File: src/rtl/egg_timer_pkg.sv
// Shared constants and helpers for the egg timer cook-time entry path.
// State encoding, unit widths and the minutes/seconds arithmetic live here.
package egg_timer_pkg;

  localparam logic [1:0] ST_IDLE = 2'd0;
  localparam logic [1:0] ST_EDIT = 2'd1;
  localparam logic [1:0] ST_LOAD = 2'd2;

  localparam int SECS_PER_MIN = 60;
  localparam int MAX_UNIT_DEF = 59;
  localparam int LOAD_W       = 12;
  localparam int UNIT_W       = 6;

  // m*60 + s using shifts only: (m<<6)-(m<<2); the largest result is 3599.
  function automatic logic [LOAD_W-1:0] total_secs(input logic [UNIT_W-1:0] m,
                                                   input logic [UNIT_W-1:0] s);
    logic [LOAD_W-1:0] m12;
    logic [LOAD_W-1:0] s12;
    m12 = {{(LOAD_W-UNIT_W){1'b0}}, m};
    s12 = {{(LOAD_W-UNIT_W){1'b0}}, s};
    return (m12 << 6) - (m12 << 2) + s12;
  endfunction

  function automatic logic [UNIT_W-1:0] next_unit(input logic [UNIT_W-1:0] v,
                                                  input logic [UNIT_W-1:0] max_v);
    return (v == max_v) ? '0 : v + 1'b1;
  endfunction

endpackage

File: src/rtl/btn_stepper.sv
// Turns one debounced button level into 1-cycle step pulses.
// With AUTO_REPEAT_EN defined, a held button also repeats after a hold delay.
module btn_stepper #(
  parameter int HOLD_CYCLES   = 2_500_000,
  parameter int REPEAT_CYCLES = 500_000
) (
  input  logic clk,
  input  logic rst,
  input  logic btn,
  input  logic active,
  output logic step
);

  logic btn_q;
  logic press;

  // btn_q tracks in every state so a button held into EDIT gives no step.
  always_ff @(posedge clk or negedge rst) begin
    if (!rst) btn_q <= 1'b0;
    else      btn_q <= btn;
  end

  assign press = btn & ~btn_q;

`ifdef AUTO_REPEAT_EN
  localparam int CNT_MAX = (HOLD_CYCLES > REPEAT_CYCLES) ? HOLD_CYCLES : REPEAT_CYCLES;
  localparam int CNT_W   = $clog2(CNT_MAX + 1);

  logic             run;
  logic             repeat_phase;
  logic [CNT_W-1:0] cnt;
  logic             rep;

  // cnt equals the number of cycles since the press edge (or the last repeat).
  assign rep = run & btn &
               (repeat_phase ? (cnt == CNT_W'(REPEAT_CYCLES))
                             : (cnt == CNT_W'(HOLD_CYCLES)));

  always_ff @(posedge clk or negedge rst) begin
    if (!rst) begin
      run          <= 1'b0;
      repeat_phase <= 1'b0;
      cnt          <= '0;
    end else if (!active || !btn) begin
      run          <= 1'b0;
      repeat_phase <= 1'b0;
      cnt          <= '0;
    end else if (press) begin
      run          <= 1'b1;
      repeat_phase <= 1'b0;
      cnt          <= CNT_W'(1);
    end else if (rep) begin
      repeat_phase <= 1'b1;
      cnt          <= CNT_W'(1);
    end else if (run) begin
      cnt <= cnt + 1'b1;
    end
  end

  assign step = active & (press | rep);
`else
  logic unused_params;
  assign unused_params = HOLD_CYCLES[0] ^ REPEAT_CYCLES[0];
  assign step = active & press;
`endif

endmodule

File: src/rtl/cook_time_setter.sv
// Cook-time entry: steps minute/second settings in EDIT and hands the total
// to the countdown timer over a req/ack load. Optional macro: AUTO_REPEAT_EN.
module cook_time_setter
  import egg_timer_pkg::*;
#(
  parameter int HOLD_CYCLES   = 2_500_000,
  parameter int REPEAT_CYCLES = 500_000,
  parameter int MAX_UNIT      = MAX_UNIT_DEF
) (
  input  logic              clk,
  input  logic              rst,
  input  logic              cfg_en,
  input  logic              mins,
  input  logic              secs,
  input  logic              clear,
  input  logic              load_ack,
  output logic              load_req,
  output logic [LOAD_W-1:0] load_value,
  output logic [UNIT_W-1:0] mins_val,
  output logic [UNIT_W-1:0] secs_val,
  output logic              editing,
  output logic [1:0]        fsm_state
);

  logic [1:0] state;
  logic [1:0] state_nx;
  logic       in_edit;
  logic       step_m;
  logic       step_s;

  assign in_edit   = (state == ST_EDIT);
  assign fsm_state = state;

  btn_stepper #(
    .HOLD_CYCLES   (HOLD_CYCLES),
    .REPEAT_CYCLES (REPEAT_CYCLES)
  ) u_mins_step (
    .clk    (clk),
    .rst    (rst),
    .btn    (mins),
    .active (in_edit),
    .step   (step_m)
  );

  btn_stepper #(
    .HOLD_CYCLES   (HOLD_CYCLES),
    .REPEAT_CYCLES (REPEAT_CYCLES)
  ) u_secs_step (
    .clk    (clk),
    .rst    (rst),
    .btn    (secs),
    .active (in_edit),
    .step   (step_s)
  );

  // In LOAD, cfg_en (abort back to EDIT) outranks a simultaneous load_ack.
  always_comb begin
    state_nx = state;
    case (state)
      ST_IDLE: if (cfg_en) state_nx = ST_EDIT;
      ST_EDIT: if (!cfg_en) state_nx = ST_LOAD;
      ST_LOAD: begin
        if (cfg_en)        state_nx = ST_EDIT;
        else if (load_ack) state_nx = ST_IDLE;
      end
      default: state_nx = ST_IDLE;
    endcase
  end

  always_ff @(posedge clk or negedge rst) begin
    if (!rst) begin
      state   <= ST_IDLE;
      editing <= 1'b0;
    end else begin
      state   <= state_nx;
      editing <= (state_nx == ST_EDIT);
    end
  end

  // load_value only changes on the EDIT->LOAD edge, so it is stable under load_req.
  always_ff @(posedge clk or negedge rst) begin
    if (!rst) begin
      load_req   <= 1'b0;
      load_value <= '0;
    end else begin
      case (state)
        ST_EDIT: begin
          if (!cfg_en) begin
            load_req   <= 1'b1;
            load_value <= total_secs(mins_val, secs_val);
          end
        end
        ST_LOAD: begin
          if (cfg_en || load_ack) load_req <= 1'b0;
        end
        default: load_req <= 1'b0;
      endcase
    end
  end

  // Seconds wrap on their own; they never carry into minutes.
  always_ff @(posedge clk or negedge rst) begin
    if (!rst) begin
      mins_val <= '0;
      secs_val <= '0;
    end else if (in_edit) begin
      if (clear) begin
        mins_val <= '0;
        secs_val <= '0;
      end else begin
        if (step_m) mins_val <= next_unit(mins_val, UNIT_W'(MAX_UNIT));
        if (step_s) secs_val <= next_unit(secs_val, UNIT_W'(MAX_UNIT));
      end
    end
  end

endmodule

File: config.mk
export PLATFORM = sky130hd
export DESIGN_NAME = cook_time_setter
export DESIGN_NICKNAME = d
export VERILOG_FILES = /design/src/rtl/egg_timer_pkg.sv /design/src/rtl/btn_stepper.sv /design/src/rtl/cook_time_setter.sv
export SDC_FILE = /design/constraint.sdc
export NUM_CORES = 1
export LEC_CHECK = 0
export BUFFER_PORTS_ARGS = -buffer_cell sky130_fd_sc_hd__buf_2
export CAP_MARGIN = 5
export CORE_ASPECT_RATIO = 0.6
export CORE_MARGIN = 2
export CORE_UTILIZATION = 48
export DETAILED_ROUTE_END_ITERATION = 10
export GPL_ROUTABILITY_DRIVEN = 1
export PLACE_DENSITY = 0.78
export SLEW_MARGIN = 25
export SYNTH_ARGS = -nofsm -noshare
export SYNTH_HDL_FRONTEND = slang
export SYNTH_HIERARCHICAL = 1
export SYNTH_SLANG_ARGS = --single-unit
File: constraint.sdc
create_clock -name clk -period 2.3 [get_ports clk]
set_clock_uncertainty 0.2 [all_clocks]
set_input_delay 0.69 -clock clk [delete_from_list [all_inputs] [get_ports clk]]
set_output_delay 0.69 -clock clk [all_outputs]
set_load 0.05 [all_outputs]
==> results.sh <==
export IMPL_status="complete, no violations"
export IMPL_power_frac_clock_pct=18.2
export IMPL_hp_class="input pin to async pin"
export IMPL_synth_most_common_cell="dfrtp_1"
export IMPL_drv_slew=0
export IMPL_cts_buffer_depth=2
export IMPL_grt_pass1_vias=1203
export IMPL_async_flop_share_pct=100.0
export IMPL_maxCapViolations=0
export IMPL_ys_top_cells_by_area="dfrtp_1 47%, ha_1 6.2%, o21ai_0 5.9%, nand2_1 4.4%, nand3_1 2.8%"
export IMPL_rows=16
export IMPL_start_kind="register"
export IMPL_drive_gt1_share_pct=30.20
export IMPL_intPower_w=0.001186
export IMPL_diodes=0
export IMPL_core_area_sq_um=3223
export IMPL_setup_viol=0
export IMPL_seqPwrFrac_pct=33.3
export IMPL_worstMarginPinSlew_ns=0.6691
export IMPL_leakage_nw=0.9026
export IMPL_ctsHoldBuffers=0
export IMPL_clock_root_buffer="clkbuf_8"
export IMPL_overflow=0
export IMPL_slew_headroom_pct=55.39
export IMPL_post_dp_hpwl_microns=2542
export IMPL_nNetsFinal=216
export IMPL_path_class="register to register"
export IMPL_cts_setup_buffers=0
export IMPL_grt_first_pass_wirelength_microns=5609
export IMPL_cts_reportedPaths_clkPinSlew_ns=0.06
export IMPL_die_w_microns=78.69
export IMPL_synth_nets=179
export IMPL_dieArea_sq_um=3841
export IMPL_cp_max_fo=9
export IMPL_drt_total_wl_microns=3422
export IMPL_yosysSeqAreaShare_pct=46.73
export IMPL_ys_warn_count=6
export IMPL_io_pins=35
export IMPL_pre_cts_ws_ns=0.1750
export IMPL_port_buffers=34
export IMPL_dr_pass1_iters=4
export IMPL_htreeDepth=2
export IMPL_setup_slack_ns=0.1501
export IMPL_p_sw_share_pct=47.10
export IMPL_fin_tns_setup_ns=0
export IMPL_syn_avg_cell_area_sq_um=9.796
export IMPL_clock_latency_ns=0.29
export IMPL_fin_crit_ns=2.150
export IMPL_start_util_pct=49.84
export IMPL_fin_crit_sh_pct=93.48
export IMPL_antenna_left=0
export IMPL_routedWlPerCell_microns=13.85
export IMPL_cts_buffers_inserted=5
export IMPL_grt_max_degree=31
export IMPL_grt_setup_unrepaired="false"
export IMPL_track_usage_pct=19.52
export IMPL_syn2layout_area_growth_pct=19.47
export IMPL_synthTopCellsByCount="30 x dfrtp_1, 19 x nand2_1, 19 x o21ai_0"
export IMPL_crit_required_ns=2.27
export IMPL_synth_distinct_cells=40
export IMPL_power_density_nw_per_um2=1168
export IMPL_instances_no_fill=247
export IMPL_clock_sinks=30
export IMPL_drt_iter0_drc=50
export IMPL_netlist_area_leader_share_pct=46.73
export IMPL_hold_violations=0
export IMPL_synthCells=164
export IMPL_synth_edf_count=0
export IMPL_synth_ff_type="dfrtp_1"
export IMPL_antenna_found_initial=0
export IMPL_place_gp_congestion=0.8433
export IMPL_cp_end_kind="register"
export IMPL_cts_resized=0
export IMPL_totalPowerFinal_w=0.002241
export IMPL_max_freq_mhz=465.1
export IMPL_routed_via_count=1312
export IMPL_p_switching_w=0.001056
export IMPL_route_detailed_drc=0
export IMPL_place_inst=239
export IMPL_syn_area_sq_um=1607
export IMPL_ys_ff_latch=30
export IMPL_cts_tree="built"
export IMPL_arrival_ns=2.12
export IMPL_power_frac_comb_pct=48.5
export IMPL_viasPerCell=5.312
export IMPL_ir_worst_vdd_mv=0.5518
export IMPL_synth_top_area_cell="dfrtp_1"
export IMPL_die_y_microns=48.81
==> metrics by stage <==
step | area (sq um) | util [%] | hold WS (ns)
after CTS | 1919 | 59.55 | 0.2536
final | 1919 | 59.55 | 0.2325
after global routing | 1919 | 59.55 | 0.2849
after global placement | 1839 | 57.07 | 0.2567
after floorplan | 1644 | - | 0.1944
after detailed placement | 1839 | 57.07 | 0.2710
==> critical path: stages, from the launching register on <==
cell and delay, ns:
dfrtp_2 0.47, inv_1 0.11, ha_4 0.22, a21o_1 0.19
a21o_1 0.21, nor3_4 0.28, a21oi_2 0.08, o31a_1 0.28
==> cells in the final DEF, fill, tap and decap left out, types with 2 or more instances in the layout <==
cell type and n:
a21boi_0 2, a21o_1 2, a21oi_1 5, a21oi_2 2
and3_1 2, and3b_1 2, buf_2 34, buf_4 2
clkbuf_1 3, clkbuf_8 5, dfrtp_1 26, dfrtp_2 4
ha_1 7, inv_1 6, mux2_2 2, nand2_1 19
nand2b_1 7, nand3_1 9, nor2_1 4, nor2b_1 3
nor3_1 4, o21ai_0 19, o21ai_1 2, o21ai_2 2
o21bai_1 4, o31ai_1 4, xnor2_1 3, xor2_1 3
==> sequential cells by signal, summed over array words and instances, names as in the netlist <==
| name | flops |
|---|---|
| editing | 1 |
| fsm_state | 2 |
| load_req | 1 |
| load_value | 12 |
| mins_val | 6 |
| secs_val | 6 |
| u_mins_step/btn_q | 1 |
| u_secs_step/btn_q | 1 |
==> metal layers <==
metal  part of all wire [%]  wire, microns  GRT usage [%]  vias to the layer above
met1                     45           1532          25.91                      615
met5                      0              0              0                        -
met3                    5.5            188          5.000                        7
met2                     48           1636          30.34                       37
met4                    1.9             64          8.772                        0
li1                       -              -              -                      653
==> worst paths after layout <==
kind                          startpoint             end  slack, ns  cells after the start
max                          mins_val[4]  load_value[11]       0.15                      7
max reg2reg                  mins_val[4]  load_value[11]       0.15                      7
min in group clk           load_value[7]   load_value[7]       0.28                      2
max in group asynchronous            rst     mins_val[3]       1.19                      1
min                                  rst         editing       0.23                      1
min reg2reg                load_value[7]   load_value[7]       0.28                      2
==> layout make-up <==
type / count / area, sq um
fillers: 306 / 1304
multi-input cells: 121 / 815.8
flip-flops and latches: 30 / 755.7
repair buffers: 36 / 185.2
clock buffers: 8 / 80.08
well taps: 45 / 56.30
inverters: 7 / 26.28
==> kinds of logic (layout without fill, tap and decap cells) <==
group	after synthesis	after routing	share of synthesized area, %
multiplexers	2	2	1.402
flip-flops	30	30	46.73
XOR/XNOR	6	6	3.272
buffers and inverters	13	51	3.270
adder cells (fa/ha/maj)	8	8	6.231
AND/OR/NAND/NOR	57	57	19.63
AO/OA/AOI/OAI	48	48	19.47
==> power groups by stage <==
stage,Combinational [W],Sequential [W],Clock [W]
after floorplan,0.000417,0.00118,0
after global placement,0.00106,0.000747,0
after detailed placement,0.00110,0.000758,0
after CTS,0.00110,0.000749,0.000418
after global routing,0.00117,0.000765,0.000449
final,0.00109,0.000746,0.000407
Note: power is estimated with default switching activity, not from simulation.
